`src/rtl/subservient_pkg.sv`:
```
// Shared constants for the SERV debug bridge: FSM encoding, CSR word indices,
// CTRL bit positions and the data word returned on a timed-out forward access.
package subservient_pkg;

  localparam logic [1:0] ST_IDLE = 2'd0;
  localparam logic [1:0] ST_FWD  = 2'd1;
  localparam logic [1:0] ST_ACK  = 2'd2;

  localparam logic [1:0] CSR_CTRL   = 2'd0;
  localparam logic [1:0] CSR_STATUS = 2'd1;
  localparam logic [1:0] CSR_TXN    = 2'd2;
  localparam logic [1:0] CSR_RSVD   = 2'd3;

  localparam int CTRL_DBG_MODE = 0;
  localparam int CTRL_CORE_RST = 1;

  localparam logic [31:0] DBG_TIMEOUT_DATA = 32'hDEAD_BEEF;

  function automatic logic [7:0] sat_inc8(input logic [7:0] v, input logic inc);
    return (inc && (v != 8'hFF)) ? v + 8'd1 : v;
  endfunction

endpackage

```
`src/rtl/subservient_dbg_timer.sv`:
```
// Wait counter for a forwarded debug access; restarts on FWD entry and
// flags expiry once it has counted up to TIMEOUT.
module subservient_dbg_timer #(
  parameter int TO_W    = 8,
  parameter int TIMEOUT = 255
) (
  input  logic clk,
  input  logic rst_n,
  input  logic i_clr,
  input  logic i_en,
  output logic o_expired
);

  localparam logic [TO_W-1:0] LP_TIMEOUT = TO_W'(TIMEOUT);

  logic [TO_W-1:0] r_cnt;

  assign o_expired = (r_cnt == LP_TIMEOUT);

  always_ff @(posedge clk or negedge rst_n) begin
    if (!rst_n) begin
      r_cnt <= '0;
    end else if (i_clr) begin
      r_cnt <= '0;
    end else if (i_en && !o_expired) begin
      r_cnt <= r_cnt + 1'b1;
    end
  end

endmodule

```
`src/rtl/subservient_dbg_bridge.sv`:
```
// Management-bus Wishbone slave in front of the SERV SoC: forwards a window to the
// SoC debug port with a bounded wait, and owns debug-mode/core-reset plus status CSRs.
module subservient_dbg_bridge
  import subservient_pkg::*;
#(
  parameter logic [31:0] BASE_ADR = 32'h3000_0000,
  parameter int          WIN_AW   = 24,
  parameter int          TIMEOUT  = 255,
  parameter int          TO_W     = 8
) (
  input  logic        wb_clk_i,
  input  logic        wb_rst_n_i,
  input  logic        wbs_cyc_i,
  input  logic        wbs_stb_i,
  input  logic        wbs_we_i,
  input  logic [3:0]  wbs_sel_i,
  input  logic [31:0] wbs_adr_i,
  input  logic [31:0] wbs_dat_i,
  output logic        wbs_ack_o,
  output logic [31:0] wbs_dat_o,
  output logic        o_dbg_mode,
  output logic        o_core_rst,
  output logic [31:0] o_dbg_adr,
  output logic [31:0] o_dbg_dat,
  output logic [3:0]  o_dbg_sel,
  output logic        o_dbg_we,
  output logic        o_dbg_stb,
  input  logic [31:0] i_dbg_rdt,
  input  logic        i_dbg_ack
);

  logic [1:0]  r_state;
  logic        r_to_flag;
  logic [7:0]  r_to_cnt;
  logic [7:0]  r_err_cnt;
  logic [31:0] r_txn;
  // CSR write captured at request time, committed when leaving ACK
  logic        r_csr_wr;
  logic [1:0]  r_csr_idx;
  logic [1:0]  r_csr_wdat;
  logic        r_csr_wsel0;

  logic        w_hit;
  logic        w_is_csr;
  logic        w_fwd_start;
  logic        w_expired;
  logic        w_to_inc;
  logic        w_err_inc;
  logic        w_txn_inc;
  logic        w_w1c;
  logic [31:0] w_csr_rdata;

  assign w_hit    = wbs_cyc_i && wbs_stb_i &&
                    (wbs_adr_i[31:WIN_AW+1] == BASE_ADR[31:WIN_AW+1]);
  assign w_is_csr = wbs_adr_i[WIN_AW];

  assign w_fwd_start = (r_state == ST_IDLE) && w_hit && !w_is_csr && o_dbg_mode;
  assign w_err_inc   = (r_state == ST_IDLE) && w_hit && !w_is_csr && !o_dbg_mode;
  assign w_txn_inc   = (r_state == ST_FWD) && i_dbg_ack;
  assign w_to_inc    = (r_state == ST_FWD) && !i_dbg_ack && w_expired;
  assign w_w1c       = (r_state == ST_ACK) && r_csr_wr &&
                       (r_csr_idx == CSR_STATUS) && r_csr_wdat[0];

  always_comb begin
    w_csr_rdata = 32'h0;
    case (wbs_adr_i[3:2])
      CSR_CTRL:   w_csr_rdata = {30'h0, o_core_rst, o_dbg_mode};
      CSR_STATUS: w_csr_rdata = {8'h0, r_err_cnt, r_to_cnt, 7'h0, r_to_flag};
      CSR_TXN:    w_csr_rdata = r_txn;
      default:    w_csr_rdata = 32'h0;
    endcase
  end

  subservient_dbg_timer #(
    .TO_W    (TO_W),
    .TIMEOUT (TIMEOUT)
  ) u_timer (
    .clk       (wb_clk_i),
    .rst_n     (wb_rst_n_i),
    .i_clr     (w_fwd_start),
    .i_en      (r_state == ST_FWD),
    .o_expired (w_expired)
  );

  always_ff @(posedge wb_clk_i or negedge wb_rst_n_i) begin
    if (!wb_rst_n_i) begin
      r_state     <= ST_IDLE;
      wbs_ack_o   <= 1'b0;
      wbs_dat_o   <= 32'h0;
      o_dbg_stb   <= 1'b0;
      o_dbg_we    <= 1'b0;
      o_dbg_adr   <= 32'h0;
      o_dbg_dat   <= 32'h0;
      o_dbg_sel   <= 4'h0;
      o_dbg_mode  <= 1'b1;
      o_core_rst  <= 1'b1;
      r_csr_wr    <= 1'b0;
      r_csr_idx   <= 2'h0;
      r_csr_wdat  <= 2'h0;
      r_csr_wsel0 <= 1'b0;
    end else begin
      case (r_state)
        ST_IDLE: begin
          wbs_ack_o <= 1'b0;
          r_csr_wr  <= 1'b0;
          if (w_hit) begin
            if (w_is_csr) begin
              r_state     <= ST_ACK;
              wbs_ack_o   <= 1'b1;
              wbs_dat_o   <= w_csr_rdata;
              r_csr_wr    <= wbs_we_i;
              r_csr_idx   <= wbs_adr_i[3:2];
              r_csr_wdat  <= wbs_dat_i[1:0];
              r_csr_wsel0 <= wbs_sel_i[0];
            end else if (o_dbg_mode) begin
              r_state   <= ST_FWD;
              o_dbg_adr <= 32'(wbs_adr_i[WIN_AW-1:0]);
              o_dbg_dat <= wbs_dat_i;
              o_dbg_sel <= wbs_sel_i;
              o_dbg_we  <= wbs_we_i;
              o_dbg_stb <= 1'b1;
            end else begin
              // SRAM belongs to the core: drop writes, reads return zero
              r_state   <= ST_ACK;
              wbs_ack_o <= 1'b1;
              wbs_dat_o <= 32'h0;
            end
          end
        end
        ST_FWD: begin
          if (i_dbg_ack) begin
            r_state   <= ST_ACK;
            wbs_ack_o <= 1'b1;
            wbs_dat_o <= i_dbg_rdt;
            o_dbg_stb <= 1'b0;
          end else if (w_expired) begin
            r_state   <= ST_ACK;
            wbs_ack_o <= 1'b1;
            wbs_dat_o <= DBG_TIMEOUT_DATA;
            o_dbg_stb <= 1'b0;
          end
        end
        ST_ACK: begin
          r_state   <= ST_IDLE;
          wbs_ack_o <= 1'b0;
          r_csr_wr  <= 1'b0;
          if (r_csr_wr && (r_csr_idx == CSR_CTRL) && r_csr_wsel0) begin
            o_dbg_mode <= r_csr_wdat[CTRL_DBG_MODE];
            o_core_rst <= r_csr_wdat[CTRL_CORE_RST];
          end
        end
        default: begin
          r_state   <= ST_IDLE;
          wbs_ack_o <= 1'b0;
          o_dbg_stb <= 1'b0;
        end
      endcase
    end
  end

  // Status counters: a W1C clear is applied first, then any same-cycle increment
  always_ff @(posedge wb_clk_i or negedge wb_rst_n_i) begin
    if (!wb_rst_n_i) begin
      r_to_flag <= 1'b0;
      r_to_cnt  <= 8'h0;
      r_err_cnt <= 8'h0;
      r_txn     <= 32'h0;
    end else begin
      r_to_flag <= w_to_inc | (r_to_flag & ~w_w1c);
      r_to_cnt  <= sat_inc8(w_w1c ? 8'h0 : r_to_cnt, w_to_inc);
      r_err_cnt <= sat_inc8(r_err_cnt, w_err_inc);
      if (w_txn_inc) r_txn <= r_txn + 32'd1;
    end
  end

endmodule

```
`config.mk`:
```
export PLATFORM = sky130hd
export DESIGN_NAME = subservient_dbg_bridge
export DESIGN_NICKNAME = d
export VERILOG_FILES = /design/src/rtl/subservient_pkg.sv /design/src/rtl/subservient_dbg_timer.sv /design/src/rtl/subservient_dbg_bridge.sv
export SDC_FILE = /design/constraint.sdc
export NUM_CORES = 1
export LEC_CHECK = 0
export BUFFER_PORTS_ARGS = -buffer_cell sky130_fd_sc_hd__buf_2
export CORE_ASPECT_RATIO = 1.75
export CORE_UTILIZATION = 48
export DETAILED_ROUTE_END_ITERATION = 6
export GPL_ROUTABILITY_DRIVEN = 0
export PLACE_DENSITY_LB_ADDON = 0.08
export SETUP_SLACK_MARGIN = 0.1
export SLEW_MARGIN = 5
export SYNTH_ARGS = -nofsm -noshare
export SYNTH_HDL_FRONTEND = slang
export SYNTH_SLANG_ARGS = --single-unit
```
`constraint.sdc`:
```
create_clock -name wb_clk_i -period 2.4 [get_ports wb_clk_i]
set_clock_uncertainty 0.2 [all_clocks]
set_input_delay 0.6 -clock wb_clk_i [delete_from_list [all_inputs] [get_ports wb_clk_i]]
set_output_delay 0.6 -clock wb_clk_i [all_outputs]
set_load 0.01 [all_outputs]
```
==> results.md, run 1 <==
- Non-Filler Instances: 1057
- RSZ-0062 raised after global routing: true
- Endpoint class of the critical path: register
- Slew headroom: ~38%
- Ys flop type: dfrtp_1
- Post-synthesis instance area: 7750 sq um
- PortBufs: between 200 and 250
- CP max FO: 24
- Distinct cells, synth: between 50 and 60
- Dpl cells: 1024
- Final Hold Vio Count: 0
- Gr usage total: 23.8%
- Leakage power: 5.02 nW
- Initial antenna violation count: 0
- Metal3 WL: 719 microns
- Total wire length: ~19000 microns
- Count leader, synth: dfrtp_1
- Crit-path leading delay family: simple AND/OR/NAND/NOR gates
- CTS tree: done
- Top Layer Used: met4
- Slew Limit Fails: 0
- Hold Path Class: primary input to register
- Area leader, netlist: dfrtp_1
- First-pass GRT wire length: 30600 microns
- Commonest cells in the netlist: 160 x dfrtp_1, 60 x mux2_4, 37 x mux2_2, 26 x inv_1
- Final period utilization: between 90 and 100%
- H-Tree Depth: 4
- CP arrival: between 2 and 2.5 ns
- Layout area overhead: 26.0%
- Dpl hpwl: about 14000 microns
- Initial Util: 48.8%
- Seq/Total Area, Yosys: 52.3%
- Hold Path End: o_dbg_dat[19]
- Critical path cell sequence: buf_2 > or4b_4 > nor3_1 > o211a_1 > buf_12 > mux2_2
- DR vias: 5819
- Min-Delay Path Depth: 2
- # diodes: 0
- Cell Pwr Density: 582 nW/um^2
- Die W: 98.1 microns
- CTS max path bufs: 2
- I/O pins: between 200 and 250
- Fin crit period: between 2 and 2.5 ns
- WL/cell: 18.4 microns
- Number of synthesized flops with an enable pin: 0
- Worst VDD drop: between 400 and 500 uV
- Hold Startpoint: wbs_dat_i[19]
- R2R Setup Slk: 0.19 ns
- Post-DP Area: approximately 9200 sq um
- Setup CP Type: primary input to register
- Synth top area cells: dfrtp_1 52%, mux2_4 12%, mux2_2 5.4%
- CP startpoint kind: primary input
- Post-synth top area share: 51.6%
- Ys async rst share: 100%
- First-pass DRT Iterations: 7
- Final setup vio count: 0
- Share of layout cells above drive strength 1: 45.3%
- Total grt overflow: 0
- Worst Path Buf+Inv: 2
- Final net count: around 960
- Status: complete, but fails checks
- Yosys reg bits: around 160
- Slowest-stage cell, CP: or4b_4
- DRT iter0 DRCs: 282
- Drt drc: 18
- Design Area, Final: slightly below 10000 sq um
- Synth Area per Inst: 12.6 sq um
- Worst skew pair latency: 0.42 ns
- CTS root buf: clkbuf_16
- Post-route ant nets: 0
- Pwr Total: about 0.0057 W
- Post-layout util: between 60% and 70%
- F_max: 0.450 GHz
- Reg2reg start: r_txn[6]
- Worst Tran Pin Value: just over 0.9 ns
- R2R depth: 5
- Vias/cell: ~5.5
- Metal-1 WL: 7350 microns
- R2r endpoint: r_txn[24]
- Core box area: 15900 sq um
- Synth warnings: 0
- WL met2: 10800 microns
- Synth Instances: roughly 620
- Max stage delay on crit path: 0.55 ns
- # rows: 61
- Number of buffers created by CTS: 17
- TNS Setup: 0 ns
- Filler cell count: roughly 1300
- Die area: roughly 17000 sq um
- # clock sinks: 162
- Chip height: 170 microns
- Vias in the first global route: about 6000
- MaxCap Viol Count: 0
- Maximum number of pins on one net before global-route repair: 55
- Req. time, crit path: 2.51 ns
- Register clock-pin slew on the reported worst setup and hold paths: 0.07 ns
- Violated checks: DRC
how the worst max path moves through the flow:
stage / slack (ns) / end / start / cells after the start
finish: 0.18 / wbs_dat_o[2] / wbs_adr_i[25] / 6
global route: 0.06 / r_txn[24] / r_txn[6] / 5
CTS: 0.13 / r_txn[31] / r_txn[14] / 4
detailed placement: -0.26 / wbs_dat_o[2] / wbs_adr_i[25] / 6
global placement: -0.21 / wbs_dat_o[10] / wbs_adr_i[25] / 6
floorplan: -0.12 / o_dbg_adr[0] / wbs_adr_i[25] / 6
registers in the layout (all words and copies together) (netlist names):
register and count:
o_dbg_stb 1, o_dbg_sel 4, o_dbg_mode 1, r_csr_wdat 2, r_err_cnt 8, o_dbg_we 1, r_csr_idx 2, wbs_ack_o 1
o_dbg_dat 32, u_timer.r_cnt 8, o_core_rst 1, o_dbg_adr 24, r_to_flag 1, r_csr_wr 1, wbs_dat_o 32, r_to_cnt 8
r_state 2, r_csr_wsel0 1, r_txn 32
power by group:
group / total (W) / switching [W] / internal, W
registers: 0.00279 / 0.0000214 / 0.00277
clock network: 0.00257 / 0.00115 / 0.00142
logic: 0.000318 / 0.000174 / 0.000144
repair_timing:
item | CTS | global route
resized for setup | 0 | 5
setup buffers | 0 | 0
hold buffers | 1 | 0
hold endpoints to repair | 36 | 0
setup endpoints to repair | 0 | 26
stage by stage:
stage               hold slack, ns  worst slack, ns
floorplan                    0.104           -0.123
global placement             0.262           -0.212
detailed placement           0.263           -0.260
CTS                          0.188            0.130
global route                 0.185           0.0584
finish                       0.205            0.179
per-layer routing:
metal	vias up	track usage (%)
met5	-	0
met2	185	43.8
met1	2920	26.0
met3	39	4.52
met4	0	11.4
li1	2675	-
layout make-up:
class                      instances  area [sq um]  share of cell area [%]
clock inverter                    12          96.3                   0.987
timing repair buffer             251          1460                    15.0
multi-input combinational        397          3350                    34.3
inverter                          26          97.6                   0.999
tap                              189           236                    2.42
sequential                       162          4060                    41.5
clock buffer                      20           467                    4.78
placed cells by master (no fill, tap or decap), types with 5 or more instances in the layout:
| cell type | count |
|---|---|
| nor2_1 | 16 |
| clkbuf_16 | 17 |
| inv_1 | 26 |
| dfrtp_1 | 160 |
| buf_4 | 42 |
| a21oi_1 | 12 |
| and4_1 | 5 |
| o22ai_1 | 14 |
| xor2_1 | 19 |
| mux2_2 | 37 |
| buf_2 | 201 |
| a31oi_1 | 12 |
| conb_1 | 8 |
| nand3_1 | 24 |
| buf_12 | 6 |
| a222oi_1 | 5 |
| nor2b_1 | 17 |
| nor3_1 | 12 |
| and2_1 | 6 |
| a22oi_1 | 11 |
| mux2_4 | 60 |
| nand2_1 | 25 |
| xnor2_1 | 25 |
| nand4_1 | 12 |
| mux2i_1 | 7 |
| and3_1 | 10 |
kinds of logic (layout without fill, tap and decap cells):
logic type | count (synthesis) | in the layout | synth area share (%)
buffers and inverters | 64 | 309 | 5.12
AO/OA/AOI/OAI | 81 | 81 | 7.30
AND/OR/NAND/NOR | 157 | 157 | 11.9
other | 1 | 8 | 0.0484
flip-flops | 162 | 162 | 52.3
adder cells (fa/ha/maj) | 3 | 3 | 0.484
multiplexers | 104 | 104 | 17.9
XOR/XNOR | 44 | 44 | 4.97
Note: power is estimated with default switching activity, not from simulation.
==> inputs of run 2 (changes only) <==
Settings changed: CORE_UTILIZATION 48 to 54.
Clock period 2.4 ns to 2.8 ns, I/O delays scaled along.
==> results.md, run 2 (synthesis results as in run 1) <==
- Status: complete, but fails checks
- Violated checks: DRC
- Endpoint class of the critical path: register
- Final worst setup slack: 0.226 ns (+0.0472 ns)
- Total grt overflow: 0 (unchanged)
- Slew Limit Fails: 0 (unchanged)
- Gr usage total: 26.2% (+2.4 points)
- CTS tree: done
- I/O pins: 211 (unchanged)
- CTS max path bufs: 2 (unchanged)
- DR vias: 5747 (-1.2%)
- Worst Tran Pin Value: 0.954 ns (+0.0247 ns)
- First-pass DRT Iterations: 7 (unchanged)
- TNS Setup: 0 ns (unchanged)
- Core box area: 14000 sq um (-12%)
- WL/cell: 18.3 microns (-0.21%)
- Final period utilization: 91.9%
- Slew headroom: 36.3% (-1.6 points)
- Filler cell count: 1091 (-19%)
- Hold Path Class: primary input to async pin
- Layout area overhead: 23.9%
- Largest registers: o_dbg_dat: 32 flops, r_txn: 32 flops, wbs_dat_o: 32 flops
- Final Hold Vio Count: 0 (unchanged)
- # clock sinks: 162 (unchanged)
- Number of buffers created by CTS: 17 (unchanged)
- Most frequent cells in the layout: 201 x buf_2, 160 x dfrtp_1, 60 x mux2_4, 37 x mux2_2, 26 x inv_1
- Resized cells post-CTS: 0 (unchanged)
- CP arrival: 2.67 ns (+0.34 ns)
- # rows: 57 (-6.6%)
- Maximum number of pins on one net before global-route repair: 62 (+13%)
- Total wire length: 18800 microns (-3.3%)
- DRT iter0 DRCs: 308 (+9.2%)
- Vias in the first global route: 6004 (-0.35%)
- PortBufs: 202 (unchanged)
- Worst skew pair latency: 0.42 ns (about the same)
- Fin crit period: 2.57 ns
- Final net count: 943 (-2.2%)
- Req. time, crit path: 2.90 ns (+0.39 ns)
- Die W: 92.6 microns (-5.6%)
- Commonest non-fill, non-tap cell in the layout: buf_2
- CP max FO: 26 (+8.3%)
- H-Tree Depth: 4 (unchanged)
- MaxCap Viol Count: 0 (unchanged)
- Final setup vio count: 0 (unchanged)
- Cell Pwr Density: 526 nW/um^2 (-9.5%)
- Setup CP Type: register to register
- Die area: 14900 sq um (-11%)
- # diodes: 0 (unchanged)
- Leakage power: 4.94 nW (-1.6%)
- Chip height: 161 microns (-5.7%)
- Cts hold-fix bufs: 0 (-1)
- F_max: 0.389 GHz
- Vias/cell: 5.61 (+1.9%)
- Post-route ant nets: 0 (unchanged)
- Worst VDD drop: 356 uV (-19%)
- Dpl hpwl: 13700 microns (-4.9%)
- CP startpoint kind: register
- Drt drc: 2 (-16)
- Share of layout cells above drive strength 1: 43.2% (-2.1 points)
- Post-DP Area: 9000 sq um (-1.8%)
- First-pass GRT wire length: 30400 microns (-0.94%)
- Pre-CTS WS: 0.0235 ns (+0.284 ns)
- Design Area, Final: 9610 sq um (-1.6%)
- CTS root buf: clkbuf_16
- Initial antenna violation count: 0 (unchanged)
- Post-layout util: 68.7% (+7.2 points)
- Number of post-CTS setup repair buffers: 0 (unchanged)
- Initial Util: 55.5% (+6.6 points)
- RSZ-0062 raised after global routing: false
- Register clock-pin slew on the reported worst setup and hold paths: 0.07 ns (about the same)
[run 2: critical path, cell delays in order (launching register included)]
cell	delay (ns)
dfrtp_1	0.43
ha_1	0.27
nand3_1	0.20
o21ai_0	0.47
o211a_1	0.30
buf_12	0.21
mux2_2	0.35
[run 2: final cells by class]
class | count | area (sq um) | area share (%)
repair buffers | 230 | 1300 | 13.6
well taps | 177 | 221 | 2.31
clock inverters | 11 | 153 | 1.59
inverters | 26 | 97.6 | 1.02
multi-input cells | 397 | 3330 | 34.6
flip-flops and latches | 162 | 4060 | 42.2
clock buffers | 21 | 450 | 4.69
[run 2: final timing paths]
| path | cells past startpoint | to | slack (ns) | from |
|---|---|---|---|---|
| max in group asynchronous | 2 | wbs_dat_o[25] | 1.68 | wb_rst_n_i |
| setup / recovery | 6 | wbs_dat_o[7] | 0.23 | u_timer.r_cnt[0] |
| setup reg to reg | 6 | wbs_dat_o[7] | 0.23 | u_timer.r_cnt[0] |
| min in group wb_clk_i | 1 | wbs_ack_o | 0.28 | wbs_ack_o |
| hold reg to reg | 1 | wbs_ack_o | 0.28 | wbs_ack_o |
| hold / removal | 1 | o_dbg_dat[10] | 0.07 | wb_rst_n_i |
[run 2: metal layers]
metal  vias up  part of all wire (%)  GRT usage, %
li1       2638                     -             -
met3        35                   4.6          3.98
met2       192                    55          47.5
met4         0                   2.7          11.0
met5         -                     0             0
met1      2882                    38          30.2
[run 2: where the power goes]
part / leakage (nW) / total [W] / internal [W] / switching (W)
clock network: 0.290 / 0.00240 / 0.00144 / 0.000962
logic: 2.50 / 0.000269 / 0.000122 / 0.000147
registers: 2.15 / 0.00239 / 0.00237 / 0.0000188
total: 4.94 / 0.00506 / 0.00393 / 0.00113
[run 2: stage by stage]
| step | hold WS [ns] | total power (W) | cells |
|---|---|---|---|
| CTS | 0.0810 | 0.00509 | 1024 |
| finish | 0.0689 | 0.00506 | 1024 |
| floorplan | 0.204 | 0.00252 | 623 |
| global placement | 0.263 | 0.00270 | 992 |
| detailed placement | 0.261 | 0.00271 | 992 |
| global route | 0.105 | 0.00521 | 1024 |
==> inputs of run 3 (changes only) <==
Settings changed: GPL_TIMING_DRIVEN set to 0.
==> results.md, run 3 (synthesis results as in run 1) <==
- Layout area overhead: 24.5%
- Max stage delay on crit path: 0.50 ns (+0.03 ns)
- CP startpoint kind: register
- Die area: 14900 sq um (unchanged)
- CTS max path bufs: 2 (unchanged)
- CTS tree: done
- Share of layout cells above drive strength 1: 42.8% (-0.44 points)
- Final period utilization: 93.3% (+1.4 points)
- Maximum number of pins on one net before global-route repair: 96 (+55%)
- TNS Setup: 0 ns (unchanged)
- Number of buffers created by CTS: 17 (unchanged)
- Worst Tran Pin Value: 0.778 ns (-0.176 ns)
- Final Hold Vio Count: 0 (unchanged)
- H-Tree Depth: 4 (unchanged)
- # rows: 57 (unchanged)
- R2R depth: 6 (unchanged)
- Fin crit period: 2.61 ns (+0.0380 ns)
- WL/cell: 18.5 microns (+0.76%)
- Post-route ant nets: 0 (unchanged)
- Cell Pwr Density: 515 nW/um^2 (-2.1%)
- Drt drc: 0 (-2)
- Total wire length: 19100 microns (+1.8%)
- Req. time, crit path: 2.90 ns (about the same)
- Filler cell count: 1085 (-0.55%)
- Initial Util: 55.5% (unchanged)
- Slowest-stage cell, CP: dfrtp_1
- Vias in the first global route: 6084 (+1.3%)
- Vias/cell: 5.62 (+0.14%)
- Die W: 92.6 microns (unchanged)
- Critical path cell sequence: or3_1 > nor4_4 > and2_4 > buf_12 > buf_12 > mux2_4
- R2R Setup Slk: 0.19 ns (-0.04 ns)
- Endpoint class of the critical path: register
- Core box area: 14000 sq um (unchanged)
- Final setup vio count: 0 (unchanged)
- Resized cells post-CTS: 1 (+1)
- # diodes: 0 (unchanged)
- Slew headroom: 47.7% (+11 points)
- Total grt overflow: 0 (unchanged)
- Crit-path leading delay family: simple AND/OR/NAND/NOR gates
- First-pass DRT Iterations: 5 (-2)
- Largest registers: o_dbg_dat: 32 flops, r_txn: 32 flops, wbs_dat_o: 32 flops
- First-pass GRT wire length: 30600 microns (+0.84%)
- Reg2reg start: r_state[1]
- Most frequent cells in the layout: 204 x buf_2, 160 x dfrtp_1, 60 x mux2_4, 37 x mux2_2, 26 x inv_1
- Worst Path Buf+Inv: 2 (+1)
- # clock sinks: 162 (unchanged)
- PortBufs: 202 (unchanged)
- Post-layout util: 69.1% (+0.34 points)
- Cts hold-fix bufs: 0 (unchanged)
- MaxCap Viol Count: 0 (unchanged)
- Pwr Total: 0.00498 W (-1.6%)
- Number of post-CTS setup repair buffers: 0 (unchanged)
- Final net count: 954 (+1.2%)
- Dpl hpwl: 14100 microns (+2.7%)
- F_max: 0.383 GHz (-1.5%)
- Initial antenna violation count: 0 (unchanged)
- Worst VDD drop: 405 uV (+14%)
- CTS root buf: clkbuf_16
- Hold Path Class: primary input to async pin
- Most frequent CP cell: buf_12
- DR vias: 5817 (+1.2%)
- Gr usage total: 26.8% (+0.61 points)
- R2r endpoint: o_dbg_adr[6]
- DRT iter0 DRCs: 284 (-7.8%)
- Slew Limit Fails: 0 (unchanged)
- CP arrival: 2.71 ns (+0.04 ns)
- Setup CP Type: register to register
- RSZ-0062 raised after global routing: false
- Leakage power: 4.94 nW (about the same)
- I/O pins: 211 (unchanged)
- Worst skew pair latency: 0.42 ns (about the same)
- Register clock-pin slew on the reported worst setup and hold paths: 0.07 ns (about the same)
- Chip height: 161 microns (unchanged)
- Commonest non-fill, non-tap cell in the layout: buf_2
- CP max FO: 10 (-62%)
- Status: finished, final reports clean
run 3: changes by cell type in the layout (fill, tap and decap cells not counted), moves of 2 or more:
cell,delta
buf_4,-12
clkbuf_1,+12
buf_2,+3
clkbuf_2,+2
run 3: power by group:
group | internal, W | leakage, nW | switching, W
combinational | 0.000121 | 2.51 | 0.000148
clock | 0.00133 | 0.284 | 0.000990
sequential | 0.00237 | 2.15 | 0.0000181
total | 0.00382 | 4.94 | 0.00116
run 3: worst max-delay path by stage:
stage / from / to / slack (ns) / depth (start not counted)
2_1_floorplan: wbs_adr_i[25] / wbs_dat_o[0] / 0.16 / 6
3_3_place_gp: wb_rst_n_i / wbs_dat_o[26] / -1.51 / 1
3_5_place_dp: wbs_adr_i[25] / wbs_dat_o[10] / -0.33 / 7
4_1_cts: wbs_adr_i[25] / wbs_dat_o[4] / 0.11 / 7
5_1_grt: u_timer.r_cnt[0] / wbs_dat_o[29] / 0.1 / 7
6_report: r_state[1] / o_dbg_adr[6] / 0.19 / 6
run 3: stage by stage:
step	worst slack, ns	hold slack [ns]	instances	instance area (sq um)
2_1_floorplan	0.156	0.204	623	7780
3_3_place_gp	-1.51	0.273	1002	9010
3_5_place_dp	-0.334	0.269	1003	9050
4_1_cts	0.106	0.0409	1035	9630
5_1_grt	0.0970	0.0577	1035	9650
6_report	0.188	0.0282	1035	9650
run 3: area by class of cell:
type | instances | area [sq um] | share of cell area [%]
tap | 177 | 221 | 2.29
clock inverter | 14 | 156 | 1.62
sequential | 162 | 4060 | 42.0
timing repair buffer | 203 | 1050 | 10.9
multi-input combinational | 397 | 3340 | 34.6
buffer | 38 | 304 | 3.15
clock buffer | 18 | 429 | 4.45
inverter | 26 | 97.6 | 1.01
run 3: metal layers:
layer	up-vias	track usage, %	routed length (microns)
met5	-	0	0
met4	0	16.0	859
met3	54	4.50	864
met2	227	47.3	10200
met1	2882	29.8	7150
li1	2654	-	-
